--- src/rtl/xyolo_read_sched_if.sv ---
// Handshake bundles for the read scheduler: the CPU command stream
// and the read-unit config/run/done pins.
interface xyolo_cmd_if #(
  parameter int AW = 5,
  parameter int DW = 32
);
  logic          cmd_valid;
  logic          cmd_ready;
  logic [1:0]    cmd_op;
  logic [AW-1:0] cmd_addr;
  logic [DW-1:0] cmd_data;

  modport master (
    output cmd_valid,
    output cmd_op,
    output cmd_addr,
    output cmd_data,
    input  cmd_ready
  );

  modport slave (
    input  cmd_valid,
    input  cmd_op,
    input  cmd_addr,
    input  cmd_data,
    output cmd_ready
  );
endinterface

interface xyolo_cfg_if #(
  parameter int AW = 5,
  parameter int DW = 32
);
  logic          cfg_valid;
  logic [AW-1:0] cfg_addr;
  logic [DW-1:0] cfg_wdata;
  logic          cfg_wstrb;
  logic          run;
  logic          done;

  modport master (
    output cfg_valid,
    output cfg_addr,
    output cfg_wdata,
    output cfg_wstrb,
    output run,
    input  done
  );

  modport slave (
    input  cfg_valid,
    input  cfg_addr,
    input  cfg_wdata,
    input  cfg_wstrb,
    input  run,
    output done
  );
endinterface

--- src/rtl/xyolo_read_sched.sv ---
// Command FIFO sequencer for the YOLO weight/bias read unit: replays
// config writes and gates run pulses on read-unit done.
module xyolo_read_sched #(
  parameter int CFG_ADDR_W = 5,
  parameter int CFG_DATA_W = 32,
  parameter int FIFO_AW    = 4,
  parameter int DONE_MASK  = 2
) (
  input  logic        clk,
  input  logic        rst,
  input  logic        clear,
  xyolo_cmd_if.slave  cmd,
  xyolo_cfg_if.master cfg,
  output logic        busy,
  output logic        sync_irq,
  output logic [15:0] run_count,
  output logic        err
);

  localparam int DEPTH = 1 << FIFO_AW;
  localparam int MW =
    (DONE_MASK > 0) ? $clog2(DONE_MASK + 1) : 1;

  typedef enum logic [1:0] {
    OP_WRITE = 2'b00,
    OP_RUN   = 2'b01,
    OP_SYNC  = 2'b10,
    OP_RSV   = 2'b11
  } op_e;

  typedef struct packed {
    op_e                   op;
    logic [CFG_ADDR_W-1:0] addr;
    logic [CFG_DATA_W-1:0] data;
  } cmd_t;

  cmd_t               mem_q [DEPTH];
  logic [FIFO_AW-1:0] wptr_q, wptr_d;
  logic [FIFO_AW-1:0] rptr_q, rptr_d;
  logic [FIFO_AW:0]   cnt_q, cnt_d;

  logic full, empty;
  logic push, pop;
  cmd_t head, wr_ent;

  logic                  busy_q, busy_d;
  logic [MW-1:0]         mask_q, mask_d;
  logic                  cfg_valid_q, cfg_valid_d;
  logic [CFG_ADDR_W-1:0] cfg_addr_q, cfg_addr_d;
  logic [CFG_DATA_W-1:0] cfg_wdata_q, cfg_wdata_d;
  logic                  run_q, run_d;
  logic                  sync_q, sync_d;
  logic [15:0]           rcnt_q, rcnt_d;
  logic                  err_q, err_d;

  logic is_wr, is_run, is_sync, is_rsv;
  logic issue_run;

  assign full  = cnt_q == (FIFO_AW + 1)'(DEPTH);
  assign empty = cnt_q == '0;
  assign push  = cmd.cmd_valid && !full && !clear;
  assign head  = mem_q[rptr_q];

  assign wr_ent.op   = op_e'(cmd.cmd_op);
  assign wr_ent.addr = cmd.cmd_addr;
  assign wr_ent.data = cmd.cmd_data;

  assign is_wr   = head.op == OP_WRITE;
  assign is_run  = head.op == OP_RUN;
  assign is_sync = head.op == OP_SYNC;
  assign is_rsv  = head.op == OP_RSV;

  // One head decision per cycle; clear drops it.
  always_comb begin
    pop         = 1'b0;
    issue_run   = 1'b0;
    cfg_valid_d = 1'b0;
    cfg_addr_d  = cfg_addr_q;
    cfg_wdata_d = cfg_wdata_q;
    run_d       = 1'b0;
    sync_d      = 1'b0;
    err_d       = err_q;
    if (!empty && !clear) begin
      unique case (1'b1)
        is_wr: begin
          pop         = 1'b1;
          cfg_valid_d = 1'b1;
          cfg_addr_d  = head.addr;
          cfg_wdata_d = head.data;
        end
        is_run: begin
          if (!busy_q) begin
            pop       = 1'b1;
            issue_run = 1'b1;
            run_d     = 1'b1;
          end
        end
        is_sync: begin
          if (!busy_q) begin
            pop    = 1'b1;
            sync_d = 1'b1;
          end
        end
        is_rsv: begin
          pop   = 1'b1;
          err_d = 1'b1;
        end
        default: ;
      endcase
    end
    if (clear) begin
      err_d = 1'b0;
    end
  end

  // In-flight tracking survives clear so a later RUN still waits.
  always_comb begin
    busy_d = busy_q;
    mask_d = mask_q;
    if (mask_q != '0) begin
      mask_d = mask_q - MW'(1);
    end
    if (busy_q && mask_q == '0 && cfg.done) begin
      busy_d = 1'b0;
    end
    if (issue_run) begin
      busy_d = 1'b1;
      mask_d = MW'(DONE_MASK);
    end
  end

  always_comb begin
    rcnt_d = rcnt_q + {15'd0, issue_run};
    if (clear) begin
      rcnt_d = '0;
    end
  end

  always_comb begin
    wptr_d = wptr_q;
    rptr_d = rptr_q;
    cnt_d  = cnt_q;
    if (clear) begin
      wptr_d = '0;
      rptr_d = '0;
      cnt_d  = '0;
    end else begin
      if (push) begin
        wptr_d = wptr_q + FIFO_AW'(1);
      end
      if (pop) begin
        rptr_d = rptr_q + FIFO_AW'(1);
      end
      if (push && !pop) begin
        cnt_d = cnt_q + (FIFO_AW + 1)'(1);
      end else if (pop && !push) begin
        cnt_d = cnt_q - (FIFO_AW + 1)'(1);
      end
    end
  end

  always_ff @(posedge clk) begin
    if (push) begin
      mem_q[wptr_q] <= wr_ent;
    end
  end

  always_ff @(posedge clk) begin
    if (rst) begin
      wptr_q      <= '0;
      rptr_q      <= '0;
      cnt_q       <= '0;
      busy_q      <= 1'b0;
      mask_q      <= '0;
      cfg_valid_q <= 1'b0;
      cfg_addr_q  <= '0;
      cfg_wdata_q <= '0;
      run_q       <= 1'b0;
      sync_q      <= 1'b0;
      rcnt_q      <= '0;
      err_q       <= 1'b0;
    end else begin
      wptr_q      <= wptr_d;
      rptr_q      <= rptr_d;
      cnt_q       <= cnt_d;
      busy_q      <= busy_d;
      mask_q      <= mask_d;
      cfg_valid_q <= cfg_valid_d;
      cfg_addr_q  <= cfg_addr_d;
      cfg_wdata_q <= cfg_wdata_d;
      run_q       <= run_d;
      sync_q      <= sync_d;
      rcnt_q      <= rcnt_d;
      err_q       <= err_d;
    end
  end

  assign cmd.cmd_ready = !full;
  assign cfg.cfg_valid = cfg_valid_q;
  assign cfg.cfg_wstrb = cfg_valid_q;
  assign cfg.cfg_addr  = cfg_addr_q;
  assign cfg.cfg_wdata = cfg_wdata_q;
  assign cfg.run       = run_q;
  assign busy          = busy_q || !empty;
  assign sync_irq      = sync_q;
  assign run_count     = rcnt_q;
  assign err           = err_q;

endmodule

--- src/flat_wrapper.sv ---
// flat-port wrapper written by rule: the top's interface ports become plain ports
module xyolo_read_sched_flat 
#(
  parameter int CFG_ADDR_W = 5,
  parameter int CFG_DATA_W = 32,
  parameter int FIFO_AW    = 4,
  parameter int DONE_MASK  = 2
)
  (clk, rst, clear, busy, sync_irq, run_count, err, cmd_cmd_valid, cmd_cmd_op, cmd_cmd_addr, cmd_cmd_data, cmd_cmd_ready, cfg_cfg_valid, cfg_cfg_addr, cfg_cfg_wdata, cfg_cfg_wstrb, cfg_run, cfg_done);
  xyolo_cmd_if #(.AW((5)), .DW((32))) cmd_i ();
  xyolo_cfg_if #(.AW((5)), .DW((32))) cfg_i ();
  input  logic clk;
  input  logic rst;
  input  logic clear;
  output logic busy;
  output logic sync_irq;
  output logic [15:0] run_count;
  output logic err;
  input wire logic [$bits(cmd_i.cmd_valid)-1:0] cmd_cmd_valid;
  input wire logic [$bits(cmd_i.cmd_op)-1:0] cmd_cmd_op;
  input wire logic [$bits(cmd_i.cmd_addr)-1:0] cmd_cmd_addr;
  input wire logic [$bits(cmd_i.cmd_data)-1:0] cmd_cmd_data;
  output wire logic [$bits(cmd_i.cmd_ready)-1:0] cmd_cmd_ready;
  output wire logic [$bits(cfg_i.cfg_valid)-1:0] cfg_cfg_valid;
  output wire logic [$bits(cfg_i.cfg_addr)-1:0] cfg_cfg_addr;
  output wire logic [$bits(cfg_i.cfg_wdata)-1:0] cfg_cfg_wdata;
  output wire logic [$bits(cfg_i.cfg_wstrb)-1:0] cfg_cfg_wstrb;
  output wire logic [$bits(cfg_i.run)-1:0] cfg_run;
  input wire logic [$bits(cfg_i.done)-1:0] cfg_done;
  assign cmd_i.cmd_valid = cmd_cmd_valid;
  assign cmd_i.cmd_op = cmd_cmd_op;
  assign cmd_i.cmd_addr = cmd_cmd_addr;
  assign cmd_i.cmd_data = cmd_cmd_data;
  assign cmd_cmd_ready = cmd_i.cmd_ready;
  assign cfg_cfg_valid = cfg_i.cfg_valid;
  assign cfg_cfg_addr = cfg_i.cfg_addr;
  assign cfg_cfg_wdata = cfg_i.cfg_wdata;
  assign cfg_cfg_wstrb = cfg_i.cfg_wstrb;
  assign cfg_run = cfg_i.run;
  assign cfg_i.done = cfg_done;
  xyolo_read_sched #(.CFG_ADDR_W(CFG_ADDR_W), .CFG_DATA_W(CFG_DATA_W), .FIFO_AW(FIFO_AW), .DONE_MASK(DONE_MASK)) u_core (.clk(clk), .rst(rst), .clear(clear), .cmd(cmd_i), .cfg(cfg_i), .busy(busy), .sync_irq(sync_irq), .run_count(run_count), .err(err));
endmodule
--- config.mk ---
export PLATFORM = sky130hd
export DESIGN_NAME = xyolo_read_sched_flat
export DESIGN_NICKNAME = d
export VERILOG_FILES = /design/src/rtl/xyolo_read_sched_if.sv /design/src/rtl/xyolo_read_sched.sv /design/src/flat_wrapper.sv
export SDC_FILE = /design/constraint.sdc
export NUM_CORES = 1
export LEC_CHECK = 0
export CAP_MARGIN = 40
export CORE_AREA = 2 2 224 226
export DETAILED_ROUTE_END_ITERATION = 7
export DIE_AREA = 0 0 226 228
export GPL_ROUTABILITY_DRIVEN = 0
export HOLD_SLACK_MARGIN = 0.12
export PLACE_DENSITY = 0.76
export SYNTH_ARGS = -nofsm -noshare
export SYNTH_HDL_FRONTEND = slang
export SYNTH_SLANG_ARGS = --single-unit
--- constraint.sdc ---
create_clock -name clk -period 6.9 [get_ports clk]
set_clock_uncertainty 0.2 [all_clocks]
set_input_delay 1.035 -clock clk [delete_from_list [all_inputs] [get_ports clk]]
set_output_delay 1.035 -clock clk [all_outputs]
set_load 0.005 [all_outputs]
# After elaboration in Yosys (flattened, before gate mapping)
# Memory sizes are Yosys's and may differ from the RTL's. A register that Yosys moved wholly into a read port is not among the register bits.
# Cells that the tools add are included.
# totals
output_inout_bits	60
ramBits	624
rom_bits	0
word_cells	70
latch_bits	0
ff_bits	73
mem_count	1
# mem_list
name	words	word_bits	rd	rd_clocked_by_memory_dff	write_ports	line_no	rtl
u_core.mem_q	16	39	1	1	1	xyolo_read_sched.sv:37	cmd_t mem_q [DEPTH];
# classes
n_reduce_logical	28
order_cmp	0
multipliers	0
shift	0
mux	16
addsub	6
div	0
bitwise_logic	2
n_eq_ne	4
# op_table
operator	n
$add A16 B1 Y16	1
$mux W5	2
$reduce_or A2 Y1	5
$mux W1	9
$add A4 B1 Y4 const B	2
$mux W4	2
$reduce_bool A2 Y1	4
$logic_and A1 B1 Y1	7
$add A5 B1 Y5 const B	1
$eq A5 B5 Y1 const B	1
$logic_not A1 Y1	5
$logic_not A5 Y1	1
$sub A5 B1 Y5 const B	1
$eq A2 B2 Y1 const B	2
$logic_not A2 Y1	2
$mux W2	2
$reduce_and A2 Y1	2
$reduce_or A3 Y1	1
$eq A2 B1 Y1 const B	1
$not A1 Y1	2
$pmux W1 S2	1
$sub A2 B1 Y2 const B	1
$logic_or A1 B1 Y1	1

# Logic depth before layout (Yosys ltp)
# depth
word_depth	8
ltp_mapped	16
ltp_nobuf	13

# Worst setup path before layout
# OpenSTA, ideal clock, no wires.
# synth_timing
path_kind	input to register
from	input cmd_cmd_valid
to	memory u_core.mem_q[0][0] in the netlist's numbering, enable pin
setup_slack_ns	1.960
path_buffers	0
stages	4
t_required_ns	6.216
arrival_time_ns	4.256
path_cell_list	inv_1 > a211oi_1 > nand2_1 > nor3_1
# synth_between
elab_chain_len	4
# synth_rtl
element	line_no	rtl
start, declared	flat_wrapper.sv:19	input wire logic [$bits(cmd_i.cmd_valid)-1:0] cmd_cmd_valid;
$logic_and A1 B1 Y1 (2 in series)	xyolo_read_sched.sv:61	assign push = cmd.cmd_valid && !full && !clear;
net u_core.push	xyolo_read_sched.sv:43	logic push, pop;
$mux W1	xyolo_read_sched.sv:163	if (push) begin
$mux W1 (not written as such)	xyolo_read_sched.sv:164	mem_q[wptr_q] <= wr_ent;
end, declared	xyolo_read_sched.sv:37	
# The timed path passes the listed nets, and every way through them passes these cells.

==> run_results.csv <==
group,metric,value,unit
cts,post-cts-setup-buffer-count,0,
critical_path,regToRegEndpoint,"u_core.run_count[12]",
routing,dr.pass1.iters,7,
critical_path,endpoint_kind,"register",
yosys,synth_top_cell_area_share,70.0,%
finish,fin_nets,1508,
sta,fmax,214,MHz
routing,via_per_inst,6.16,
power_and_ir_drop,p_leak,9.51,nW
cts,clock_sinks,701,
cts,cts-root-buf,"clkbuf_16",
sta,relSlewSlack,43.7,%
power_and_ir_drop,p_clk_share,41.2,%
global_routing,grtUsageTotal,23.0,%
finish,mostFrequentLayoutCells,"624 x edfxtp_1, 140 x mux4_2, 102 x clkdlybuf4s50_1, 98 x mux2i_1, 74 x dfxtp_1",
global_routing,grt_pass1_vias,13643,
yosys,yosysSeqAreaShare,75.8,%
cts,postCtsHoldBufs,0,
sta,report.final.slew_viol_count,0,
critical_path,reg2reg_slack,2.23,ns
cts,cts_tree,"yes",
power_and_ir_drop,comb_power_share,4.6,%
power_and_ir_drop,p_per_area,278,nW/um^2
hold_path,min-delay-start,"u_core.err",
floorplanning,die_area,51500,um^2
finish,postLayoutCellArea,31100,um^2
yosys,postSynthRegisterBits,701,
cts,clk-insertion-delay-late,0.61,ns
yosys,yosysWarnings,0,
hold_path,hold_path_class,"reg -> reg",
floorplanning,initial_core_util,54.2,%
floorplanning,rows,82,
yosys,synthFlopType,"edfxtp_1",
yosys,synth_edf_count,624,
critical_path,worstPathArrival,4.95,ns
hold_path,min_to,"u_core.err",
floorplanning,fp.dieW,226,um
sta,period_needed,4.67,ns
yosys,netlist_area,26800,um^2
floorplanning,io_pins,104,
global_routing,grt-ovfl-total,0,
sta,rsz0062_at_grt,"false",
yosys,syn_inst,1301,
power_and_ir_drop,seqPwrFrac,54.2,%
placed_design,hpwl,32400,um
critical_path,cp-start-kind,"register",
placed_design,portBuffers,103,
finish,final_util,63.1,%
finish,area_delta_synth_final,16.3,%
sta,finalSetupViolations,0,
critical_path,cp_max_fo,38,
power_and_ir_drop,power,8.66,mW
cts,clkTransAtPathRegs,0.06,ns
finish,drive_above_1_share,21.5,%
sta,finalCritPeriodShare,67.7,%
cts,htreeDepth,3,
routing,routedWlPerCell,26.6,um
power_and_ir_drop,peakVddDrop,177,uV
floorplanning,dieHeight,228,um
yosys,syn_nets,1361,
yosys,ys_top_cells_by_area,"edfxtp_1 70%, mux4_2 12%, dfxtp_1 5.8%",
finish,nFillCells,3217,
sta,hold_viol,0,
finish,final_common_cell,"edfxtp_1",
power_and_ir_drop,netSwitchingPower,1.78,mW
global_routing,grt_pass1_wl,86200,um
cts,cts_buffers,68,
sta,whs,0.250,ns
outcome,status,"completed",
cts,clockBufferDepth,3,
routing,drc,0,
critical_path,reg2regPathDepth,13,
critical_path,required,7.17,ns
floorplanning,core_area,49300,um^2
critical_path,crit_type,"reg -> reg",
power_and_ir_drop,switching_share,20.6,%
job,cap_violations,0,
yosys,synth_area_leader_cell,"edfxtp_1",
routing,first_iter_violations,1416,
yosys,synthDistinctLibCells,49,
yosys,synth-async-reset-ratio,0,%
placed_design,placed_cell_area,29000,um^2
global_routing,grt_max_degree,56,
routing,vias,13388,
sta,tns,0,ns
hold_path,hold_depth,2,
sta,worst_slew_pin_slew,0.845,ns
cts,cts_resized,0,
yosys,avgSynthCellArea,20.6,um^2
routing,drt_wl_total,57700,um
power_and_ir_drop,intPower,6.87,mW
global_routing,antenna_found_initial,3,
routing,ant_nets,0,
[layer usage]
layer | up-vias | GRT usage (%) | part of all wire, %
li1 | 5659 | - | -
met1 | 7051 | 31.5 | 40
met5 | - | 0 | 0.019
met2 | 572 | 37.5 | 51
met3 | 104 | 3.44 | 6.7
met4 | 2 | 9.00 | 3.0
[final cells by class]
class / instances / area [um^2] / share of cell area, %
Clock inverter: 32 / 256 / 0.824
Tap cell: 672 / 841 / 2.70
Sequential cell: 701 / 20300 / 65.2
Timing Repair Buffer: 146 / 1600 / 5.15
Multi-Input combinational cell: 519 / 6200 / 19.9
Antenna cell: 2 / 5.00 / 0.0161
Clock buffer: 90 / 1880 / 6.03
Inverter: 12 / 45.0 / 0.145
[registers in the layout, indices dropped and copies added, names as in the netlist, named ones only]
signal	cells
u_core.wptr_q	4
u_core.mask_q	2
u_core.cfg.cfg_addr	5
u_core.busy_q	1
u_core.cfg.cfg_valid	1
u_core.err	1
u_core.cfg.cfg_wdata	32
u_core.sync_irq	1
u_core.rptr_q	4
u_core.run_count	16
u_core.mem_q	624
u_core.cnt_q	5
u_core.cfg.run	1
[logic make-up (layout without fill, tap and decap cells)]
kind of cell	Yosys count	in the layout	synth area share (%)
fa+ha+maj	16	16	0.776
simple gates	148	148	3.02
xor+xnor	18	18	0.589
other cells	0	2	0
buf+inv	81	280	1.47
compound gates	99	99	2.91
mux	238	238	15.4
flops	701	701	75.8
[critical path, stage by stage (launching register included)]
cell     delay, ns
dfxtp_4       0.52
buf_16        0.29
mux4_2        0.54
mux4_2        0.52
inv_1         0.11
ha_1          0.15
or4b_2        0.65
inv_1         0.12
ha_1          0.22
ha_1          0.27
inv_1         0.09
nor4_1        0.49
a21oi_1       0.16
a31o_2        0.23
[Yosys cell counts (5+ instances only)]
master	instances
nand3_1	10
nor3_1	6
buf_4	6
nor2_1	52
ha_1	15
xnor2_1	9
a211oi_1	15
edfxtp_1	624
inv_1	12
nand4_1	5
o221ai_2	10
buf_2	29
mux4_2	140
nand3b_1	31
or3_1	6
o22ai_1	18
dfxtp_1	77
xor2_1	9
nand2_1	15
a21oi_1	20
o221ai_1	18
mux2i_1	98
clkbuf_1	26
[power groups by stage]
stage	clock network [mW]	registers [mW]	logic, mW
3_3_place_gp	0	4.79	0.368
5_1_grt	3.78	4.70	0.432
2_1_floorplan	0	4.77	0.228
4_1_cts	3.62	4.69	0.404
3_5_place_dp	0	4.78	0.402
6_report	3.56	4.69	0.400
[worst max path at each step]
stage | endpoint | start | slack (ns) | depth (start not counted)
floorplan | u_core.mem_q[0][0] | cmd_cmd_valid | 1.96 | 4
global placement | u_core.cfg.cfg_wdata[6] | register | 1.82 | 8
detailed placement | u_core.run_count[12] | register | 2.22 | 13
CTS | u_core.run_count[12] | register | 2.19 | 13
global route | u_core.run_count[12] | register | 2.00 | 13
finish | u_core.run_count[12] | register | 2.23 | 13
[metrics by stage]
step | std cells | worst slack, ns
floorplan | 1301 | 1.96
global placement | 2034 | 1.82
detailed placement | 2050 | 2.22
CTS | 2172 | 2.19
global route | 2174 | 2.00
finish | 2174 | 2.23
Note: power is estimated with default switching activity, not from simulation.
